## config.mk

```make
export PLATFORM = sky130hd
export DESIGN_NAME = sdp_bram_stream_reader_flat
export DESIGN_NICKNAME = d
export VERILOG_FILES = /design/src/rtl/sdp_bram_stream_reader_if.sv /design/src/rtl/sdp_bram_stream_reader.sv /design/src/flat_wrapper.sv
export SDC_FILE = /design/constraint.sdc
export NUM_CORES = 1
export LEC_CHECK = 0
export BUFFER_PORTS_ARGS = -buffer_cell sky130_fd_sc_hd__buf_2
export CAP_MARGIN = 10
export CORE_UTILIZATION = 32
export DETAILED_ROUTE_END_ITERATION = 6
export GPL_TIMING_DRIVEN = 0
export PLACE_DENSITY_LB_ADDON = 0.15
export SETUP_SLACK_MARGIN = 0.2
export SLEW_MARGIN = 0
export SYNTH_ARGS = -nofsm -noshare
export SYNTH_HDL_FRONTEND = slang
export SYNTH_SLANG_ARGS = --single-unit
```

## constraint.sdc

```tcl
create_clock -name clkb -period 2.75 [get_ports clkb]
set_input_delay 0.825 -clock clkb [delete_from_list [all_inputs] [get_ports clkb]]
set_output_delay 0.825 -clock clkb [all_outputs]
set_load 0.005 [all_outputs]
```

## src/rtl/sdp_bram_stream_reader_if.sv

```systemverilog
// Bus bundle for the BRAM stream reader: command port, BRAM port-B read side,
// output stream and status. Signal names mirror the block's external pins.
interface sdp_bram_stream_reader_if #(
  parameter int DATA_W = 75,
  parameter int ADDR_W = 10
);
  logic              cmd_valid;
  logic              cmd_ready;
  logic [ADDR_W-1:0] cmd_addr;
  logic [ADDR_W:0]   cmd_len;
  logic              abort;
  logic [ADDR_W-1:0] bram_addrb;
  logic [DATA_W-1:0] bram_doutb;
  logic              m_valid;
  logic              m_ready;
  logic [DATA_W-1:0] m_data;
  logic              m_last;
  logic              busy;
  logic              done;

  modport slave (
    input  cmd_valid, cmd_addr, cmd_len, abort, bram_doutb, m_ready,
    output cmd_ready, bram_addrb, m_valid, m_data, m_last, busy, done
  );

  modport master (
    output cmd_valid, cmd_addr, cmd_len, abort, bram_doutb, m_ready,
    input  cmd_ready, bram_addrb, m_valid, m_data, m_last, busy, done
  );
endinterface

```

## src/rtl/sdp_bram_stream_reader.sv

```systemverilog
// Burst read sequencer for a 1-cycle-latency BRAM port, streaming words out
// through a 2-entry buffer with full valid/ready backpressure.
module sdp_bram_stream_reader #(
  parameter int DATA_W = 75,
  parameter int ADDR_W = 10
) (
  input  logic                      clkb,
  input  logic                      rstb,
  sdp_bram_stream_reader_if.slave   bus
);
  typedef enum logic [1:0] {IDLE, RUN, DRAIN} state_e;

  state_e            state_q, state_d;
  logic [ADDR_W-1:0] addr_q, addr_d;
  logic [ADDR_W:0]   rem_q, rem_d;
  logic              infl_q, infl_d;
  logic              tag_q, tag_d;
  logic              zl_q, zl_d;
  logic              done_c;

  logic [1:0][DATA_W:0] buf_q;
  logic                 rd_q, wr_q;
  logic [1:0]           cnt_q;
  logic [1:0]           credit;
  logic                 pop, push;

  assign pop    = (cnt_q != 2'd0) && bus.m_ready;
  assign push   = infl_q;
  // Words in the buffer plus the one still coming out of the BRAM.
  assign credit = cnt_q + {1'b0, infl_q};

  always_comb begin
    state_d = state_q;
    addr_d  = addr_q;
    rem_d   = rem_q;
    infl_d  = 1'b0;
    tag_d   = tag_q;
    zl_d    = 1'b0;
    done_c  = 1'b0;
    if (bus.abort) begin
      state_d = IDLE;
      rem_d   = '0;
    end else begin
      case (state_q)
        IDLE: begin
          if (bus.cmd_valid) begin
            addr_d = bus.cmd_addr;
            rem_d  = bus.cmd_len;
            if (bus.cmd_len == '0) zl_d = 1'b1;
            else                   state_d = RUN;
          end
        end
        RUN: begin
          if (credit < 2'd2 || (credit == 2'd2 && pop)) begin
            addr_d = addr_q + 1'b1;
            rem_d  = rem_q - 1'b1;
            infl_d = 1'b1;
            tag_d  = (rem_q == (ADDR_W+1)'(1));
            if (rem_q == (ADDR_W+1)'(1)) state_d = DRAIN;
          end
        end
        DRAIN: begin
          if (!infl_q && cnt_q == 2'd0) begin
            state_d = IDLE;
            done_c  = 1'b1;
          end
        end
        default: state_d = IDLE;
      endcase
    end
  end

  always_ff @(posedge clkb or negedge rstb) begin
    if (!rstb) begin
      state_q <= IDLE;
      addr_q  <= '0;
      rem_q   <= '0;
      infl_q  <= 1'b0;
      tag_q   <= 1'b0;
      zl_q    <= 1'b0;
    end else begin
      state_q <= state_d;
      addr_q  <= addr_d;
      rem_q   <= rem_d;
      infl_q  <= infl_d;
      tag_q   <= tag_d;
      zl_q    <= zl_d;
    end
  end

  // Entries hold {last, data}; the credit rule keeps pushes from overflowing.
  always_ff @(posedge clkb or negedge rstb) begin
    if (!rstb) begin
      buf_q <= '0;
      rd_q  <= 1'b0;
      wr_q  <= 1'b0;
      cnt_q <= 2'd0;
    end else if (bus.abort) begin
      rd_q  <= 1'b0;
      wr_q  <= 1'b0;
      cnt_q <= 2'd0;
    end else begin
      if (push) begin
        buf_q[wr_q] <= {tag_q, bus.bram_doutb};
        wr_q        <= ~wr_q;
      end
      if (pop) rd_q <= ~rd_q;
      cnt_q <= cnt_q + {1'b0, push} - {1'b0, pop};
    end
  end

  assign bus.cmd_ready  = (state_q == IDLE);
  assign bus.busy       = (state_q != IDLE);
  assign bus.bram_addrb = addr_q;
  assign bus.m_valid    = (cnt_q != 2'd0);
  assign bus.m_data     = buf_q[rd_q][DATA_W-1:0];
  assign bus.m_last     = buf_q[rd_q][DATA_W];
  assign bus.done       = done_c | zl_q;
endmodule
```

## src/flat_wrapper.sv

```systemverilog
// flat-port wrapper written by rule: the top's interface ports become plain ports
module sdp_bram_stream_reader_flat 
#(
  parameter int DATA_W = 75,
  parameter int ADDR_W = 10
)
  (clkb, rstb, bus_cmd_valid, bus_cmd_addr, bus_cmd_len, bus_abort, bus_bram_doutb, bus_m_ready, bus_cmd_ready, bus_bram_addrb, bus_m_valid, bus_m_data, bus_m_last, bus_busy, bus_done);
  sdp_bram_stream_reader_if #(.DATA_W(DATA_W), .ADDR_W(ADDR_W)) bus_i ();
  input  logic clkb;
  input  logic rstb;
  input wire logic [$bits(bus_i.cmd_valid)-1:0] bus_cmd_valid;
  input wire logic [$bits(bus_i.cmd_addr)-1:0] bus_cmd_addr;
  input wire logic [$bits(bus_i.cmd_len)-1:0] bus_cmd_len;
  input wire logic [$bits(bus_i.abort)-1:0] bus_abort;
  input wire logic [$bits(bus_i.bram_doutb)-1:0] bus_bram_doutb;
  input wire logic [$bits(bus_i.m_ready)-1:0] bus_m_ready;
  output wire logic [$bits(bus_i.cmd_ready)-1:0] bus_cmd_ready;
  output wire logic [$bits(bus_i.bram_addrb)-1:0] bus_bram_addrb;
  output wire logic [$bits(bus_i.m_valid)-1:0] bus_m_valid;
  output wire logic [$bits(bus_i.m_data)-1:0] bus_m_data;
  output wire logic [$bits(bus_i.m_last)-1:0] bus_m_last;
  output wire logic [$bits(bus_i.busy)-1:0] bus_busy;
  output wire logic [$bits(bus_i.done)-1:0] bus_done;
  assign bus_i.cmd_valid = bus_cmd_valid;
  assign bus_i.cmd_addr = bus_cmd_addr;
  assign bus_i.cmd_len = bus_cmd_len;
  assign bus_i.abort = bus_abort;
  assign bus_i.bram_doutb = bus_bram_doutb;
  assign bus_i.m_ready = bus_m_ready;
  assign bus_cmd_ready = bus_i.cmd_ready;
  assign bus_bram_addrb = bus_i.bram_addrb;
  assign bus_m_valid = bus_i.m_valid;
  assign bus_m_data = bus_i.m_data;
  assign bus_m_last = bus_i.m_last;
  assign bus_busy = bus_i.busy;
  assign bus_done = bus_i.done;
  sdp_bram_stream_reader #(.DATA_W(DATA_W), .ADDR_W(ADDR_W)) u_core (.clkb(clkb), .rstb(rstb), .bus(bus_i));
endmodule
```

* Word-level counts from Yosys, hierarchy flattened
Index checks and enable logic that the tools add are counted.
** Word-level totals
- Register bits :: 182
- Input bits :: 101
- Word-level logic and storage cells :: 88
** Operators by class
- Add/sub/neg operators :: 4
- Order comparisons :: 4
- Eq/ne operators :: 11
- Muxes and demuxes :: 34
- Bitwise gates (word level) :: 4
- Reductions and logical operators :: 20
** Operators by type and width (count)
- $mux W76 :: 3
- $bwmux W152 :: 1
- $demux W76 S1 :: 1
- $mux W11 :: 3
- $pmux W11 S2 :: 1
- $mux W10 :: 2
- $pmux W10 S2 :: 1
- $mux W1 :: 14
- $mux W2 :: 7
- $eq A11 B1 Y1 const B :: 1
- $logic_not A11 Y1 :: 1
- $sub A11 B1 Y11 const B :: 1
- $add A10 B1 Y10 const B :: 1
- $reduce_bool A2 Y1 :: 5
- $ne A3 B2 Y1 const B :: 3
- $ne A3 B3 Y1 const B :: 2
- $pmux W2 S3 :: 1
- $reduce_and A3 Y1 :: 2
- $reduce_and A5 Y1 :: 1
- $eq A2 B2 Y1 const B :: 2
- $logic_and A1 B1 Y1 :: 4
- $logic_not A2 Y1 :: 2
- $lt A1 B2 Y1 const B :: 2
- $reduce_and A4 Y1 :: 1
- 13 further kinds :: 15

* Longest topological paths before layout
- Depth after elaboration :: 7
- Mapped depth :: 7

* Worst setup path before layout
Ideal clock, no wire load.
- Path type :: register to output
- Start :: register u_core.rd_q
- End :: output port bus_m_data[34]
- Data arrival time :: 1524 ps
- Required time :: 1925 ps
- Setup slack :: 401 ps
- Stages on the path, launching flop included :: 5
- Buffers on the path :: 3
- Path through :: dfrtp_1 > clkbuf_1 > buf_1 > clkbuf_1 > mux2_2
** Between the ends
- Word-level cells in the longest chain between the ends :: 2
** RTL lines
- from (decl) :: RTL line sdp_bram_stream_reader.sv:22 : logic rd_q, wr_q;
- from (signal assigned) :: RTL line sdp_bram_stream_reader.sv:107 : if (pop) rd_q <= ~rd_q;
- $mux W76 (not written as such) (2 in series) :: RTL line sdp_bram_stream_reader.sv:116 : assign bus.m_data = buf_q[rd_q][DATA_W-1:0];
- to (decl) :: RTL line flat_wrapper.sv:20 : output wire logic [$bits(bus_i.m_data)-1:0] bus_m_data;
Every way passes these cells. The select of a mux whose other input is x is not followed.

* Worst setup path after layout
- Start :: register u_core.rd_q
- End :: output port bus_m_data[53]
The elaborated chain is that of the path after synthesis.

==> impl_metrics.xml <==
<?xml version="1.0" encoding="UTF-8"?>
<metrics>
  <group name="status">
    <metric name="run_status" unit="">completed</metric>
  </group>
  <group name="placed_design">
    <metric name="dpl_cell_area" unit="um2">9740</metric>
    <metric name="place_congestion" unit="">0.802</metric>
    <metric name="hpwlAfterDp" unit="um">13800</metric>
    <metric name="place.port_buffers" unit="">189</metric>
  </group>
  <group name="logic_synthesis">
    <metric name="yosys.area.top_type_share" unit="%">54.6</metric>
    <metric name="yosysMostFrequentCell" unit="">sky130_fd_sc_hd__mux2_2</metric>
    <metric name="synth_top_cells_by_area" unit="">sky130_fd_sc_hd__dfrtp_1, sky130_fd_sc_hd__mux2_2, sky130_fd_sc_hd__a22o_1</metric>
    <metric name="synth-async-reset-ratio" unit="%">100</metric>
    <metric name="netlist-cell-type-count" unit="">44</metric>
    <metric name="synth_commonest_cells" unit="">sky130_fd_sc_hd__mux2_2, sky130_fd_sc_hd__dfrtp_1, sky130_fd_sc_hd__nand2_1</metric>
    <metric name="synth-edff-count" unit="">0</metric>
    <metric name="post-synth-top-area-cell" unit="">sky130_fd_sc_hd__dfrtp_1</metric>
    <metric name="synthesis.yosys.warnings" unit="">0</metric>
    <metric name="mean_instance_size_in_the_synthesized_netlist" unit="um2">13.4</metric>
    <metric name="synth.net_count" unit="">729</metric>
    <metric name="syn_area" unit="um2">8350</metric>
    <metric name="postSynthRegisterBits" unit="">182</metric>
    <metric name="synth.yosys.seq_area_share" unit="%">54.6</metric>
    <metric name="synth-main-ff-cell" unit="">sky130_fd_sc_hd__dfrtp_1</metric>
    <metric name="synthesis.instances" unit="">623</metric>
  </group>
  <group name="clocking">
    <metric name="htree_num_levels" unit="">4</metric>
    <metric name="clock_tree_root" unit="">sky130_fd_sc_hd__clkbuf_16</metric>
    <metric name="clk_latency_worst_skew_pair" unit="ns">0.42</metric>
    <metric name="ctsLongestPathBuffers" unit="">2</metric>
    <metric name="cts_made_buffers" unit="">17</metric>
    <metric name="post_cts_hold_fix_bufs" unit="">0</metric>
    <metric name="cts_tree" unit="">done</metric>
    <metric name="clock-sinks" unit="">182</metric>
    <metric name="clkTransAtPathRegs" unit="ns">0.08</metric>
  </group>
  <group name="floorplanning">
    <metric name="start_util" unit="%">32.9</metric>
    <metric name="placementRows" unit="">58</metric>
    <metric name="design.die.area" unit="um2">26700</metric>
    <metric name="fp.dieH" unit="um">163</metric>
    <metric name="pin_count" unit="">191</metric>
    <metric name="width_of_the_die" unit="um">163</metric>
    <metric name="core_area" unit="um2">25400</metric>
  </group>
  <group name="setup_path">
    <metric name="critPathMaxFanout" unit="">6</metric>
    <metric name="setup.worst_path.start_class" unit="">register</metric>
    <metric name="crit-reg2reg-capture" unit="">u_core.bus.bram_addrb[1]$_DFFE_PN0P_</metric>
    <metric name="critPathMaxStageDelay" unit="ns">0.35</metric>
    <metric name="kind_of_cell_adding_the_most_delay_to_the_critical_path" unit="">buffers and inverters</metric>
    <metric name="timing.setup.critical_path_class" unit="">register to output port</metric>
    <metric name="worstSetupEndpointType" unit="">output port</metric>
    <metric name="critical_path_required" unit="ns">1.93</metric>
    <metric name="rrSetupSlack" unit="ns">0.41</metric>
    <metric name="ff2ff_path_depth" unit="">6</metric>
    <metric name="worst-endpoint-arrival" unit="ns">1.65</metric>
    <metric name="worst_r2r_startpoint" unit="">u_core.infl_q$_DFF_PN0_</metric>
    <metric name="critical-path-slowest-cell" unit="">sky130_fd_sc_hd__dfrtp_1</metric>
    <metric name="critical_path.cell_chain" unit="">buf_8 -&gt; buf_12 -&gt; clkbuf_16 -&gt; mux2_2 -&gt; buf_2</metric>
    <metric name="crit_buf_inv" unit="">4</metric>
  </group>
  <group name="worst_hold_path">
    <metric name="hp-class" unit="">primary input to asynchronous set/reset pin</metric>
  </group>
  <group name="flow_run">
    <metric name="cap_violations" unit="">0</metric>
  </group>
  <group name="global_route">
    <metric name="globalRouteTotalUtil" unit="%">15.3</metric>
    <metric name="grt_max_degree" unit="">108</metric>
    <metric name="gr-total-overflow" unit="">0</metric>
    <metric name="first_pass_grt_wire_length" unit="um">31700</metric>
    <metric name="via_count_of_the_first_global_routing_pass" unit="">5953</metric>
    <metric name="antenna_violations_before_repair" unit="">0</metric>
  </group>
  <group name="routing">
    <metric name="drt-total-wl" unit="um">20400</metric>
    <metric name="routed_via_density" unit="">4.86</metric>
    <metric name="routed_vias" unit="">5752</metric>
    <metric name="routedWlPerCell" unit="um">17.2</metric>
    <metric name="detailedRoute.firstPassIterationCount" unit="">4</metric>
    <metric name="drtAntennaViolNets" unit="">0</metric>
    <metric name="detail_route.drc_violations" unit="">0</metric>
    <metric name="drt-initial-drc-count" unit="">229</metric>
  </group>
  <group name="sta">
    <metric name="clock_skew" unit="ns">0.0118</metric>
    <metric name="finalMaxSlewViolations" unit="">0</metric>
    <metric name="final.period_utilization" unit="%">90.1</metric>
    <metric name="finalCriticalPeriod" unit="ns">2.48</metric>
    <metric name="finalSetupViolCount" unit="">0</metric>
    <metric name="timing.max_slew.rel_slack" unit="%">47.9</metric>
    <metric name="finalHoldViolations" unit="">0</metric>
    <metric name="timing_worst_slew_pin_value" unit="ns">0.782</metric>
    <metric name="unrepaired_setup_endpoints_after_global_routing" unit="">yes</metric>
    <metric name="timing.fmax" unit="MHz">404</metric>
    <metric name="setup_tns" unit="ns">0</metric>
  </group>
  <group name="cells_and_area">
    <metric name="stdcell_area" unit="um2">10500</metric>
    <metric name="layout-drive-gt1-share" unit="%">56.6</metric>
    <metric name="fillers" unit="">2489</metric>
    <metric name="design.final.nets" unit="">946</metric>
    <metric name="area.growth.synth_to_final" unit="%">26.0</metric>
  </group>
  <group name="power">
    <metric name="irDropWorstVdd" unit="mV">0.497</metric>
    <metric name="power_density" unit="nW/um2">1050</metric>
    <metric name="leakage" unit="nW">5.01</metric>
  </group>
</metrics>
cell families (layout without fill, tap and decap cells):
kind of cell	after synthesis	after routing	share of synthesized area (%)
mux	227	227	30.6
flops	182	182	54.6
simple gates	80	80	5.10
compound gates	76	76	6.15
buf+inv	49	279	2.38
fa+ha+maj	5	5	0.750
xor+xnor	4	4	0.420
other cells	0	1	0
cells in the final DEF, fill, tap and decap left out, drive strengths merged, types with 6 or more instances in the layout:
cell and count:
dfrtp 182, mux2 227, inv 20, o22ai 7
buf 219, o31ai 7, o21ai 10, clkbuf 34
nand2 22, a21oi 16, a22o 11, nand3 7
a31oi 11, nor2 16, clkinv 6
where the power goes:
part | switching, mW | internal [mW]
Clock | 1.17 | 1.23
Sequential | 0.606 | 3.78
Combinational | 1.76 | 2.53
Total | 3.54 | 7.54
worst max-delay path by stage:
stage	cells past startpoint	from	endpoint	slack, ns
finish	5	u_core.rd_q$_DFFE_PN0P_	bus_m_data[53]	0.27
global route	5	u_core.rd_q$_DFFE_PN0P_	bus_m_data[43]	0.20
CTS	5	u_core.rd_q$_DFFE_PN0P_	bus_m_data[43]	0.21
detailed placement	5	u_core.rd_q$_DFFE_PN0P_	bus_m_data[43]	-0.43
global placement	1	rstb	u_core.buf_q[62]$_DFFE_PN0P_	-2.46
floorplan	4	u_core.rd_q$_DFFE_PN0P_	bus_m_data[34]	0.40
final cells by class:
cell class	instances	area [um2]	area share, %
Sequential cell	182	4550	43.3
Multi-Input combinational cell	392	3590	34.2
Timing Repair Buffer	198	1070	10.2
Clock buffer	19	443	4.21
Tap cell	330	413	3.93
Buffer	36	258	2.45
Clock inverter	13	129	1.23
Inverter	13	48.8	0.464
Antenna cell	1	2.50	0.0238
layer usage:
| layer | global-route usage, % | wire length, um | up-vias |
|---|---|---|---|
| li1 | - | - | 2723 |
| met1 | 20.9 | 9850 | 2873 |
| met2 | 24.3 | 9410 | 147 |
| met3 | 3.94 | 1020 | 9 |
| met4 | 3.41 | 129 | 0 |
| met5 | 0 | 0 | - |
worst register-to-register path, stage by stage, from the launching register on:
cell and delay (ns):
sky130_fd_sc_hd__dfrtp_1 0.46, sky130_fd_sc_hd__ha_1 0.31, sky130_fd_sc_hd__nand2b_1 0.20, sky130_fd_sc_hd__a311oi_1 0.52, sky130_fd_sc_hd__and2_1 0.33, sky130_fd_sc_hd__buf_2 0.28
sky130_fd_sc_hd__a31oi_1 0.12
through the flow:
stage               hold slack [ns]  utilization [%]  worst slack [ns]  total power, mW  cells
floorplan                     0.444                -             0.401             6.92    623
global placement              0.473             38.2             -2.46             8.49   1142
detailed placement            0.478             38.4            -0.429             8.54   1143
CTS                           0.373             41.1             0.205             11.2   1178
global route                  0.380             41.4             0.200             11.9   1183
finish                        0.365             41.4             0.272             11.1   1184
sequential cells by signal, summed over array words and instances (netlist names):
name	flops
u_core.rem_q	11
u_core.wr_q	1
u_core.state_q	2
u_core.buf_q	152
u_core.cnt_q	2
u_core.zl_q	1
u_core.rd_q	1
u_core.tag_q	1
u_core.infl_q	1
u_core.bus.bram_addrb	10
repair_timing:
| action | CTS | global route |
|---|---|---|
| resized for setup | 27 | 4 |
| cloned | 0 | 4 |
| buffers inserted | 3 | 1 |
| endpoints found under the setup margin | 76 | 73 |
No activity file was read; power rests on OpenSTA's default activity.
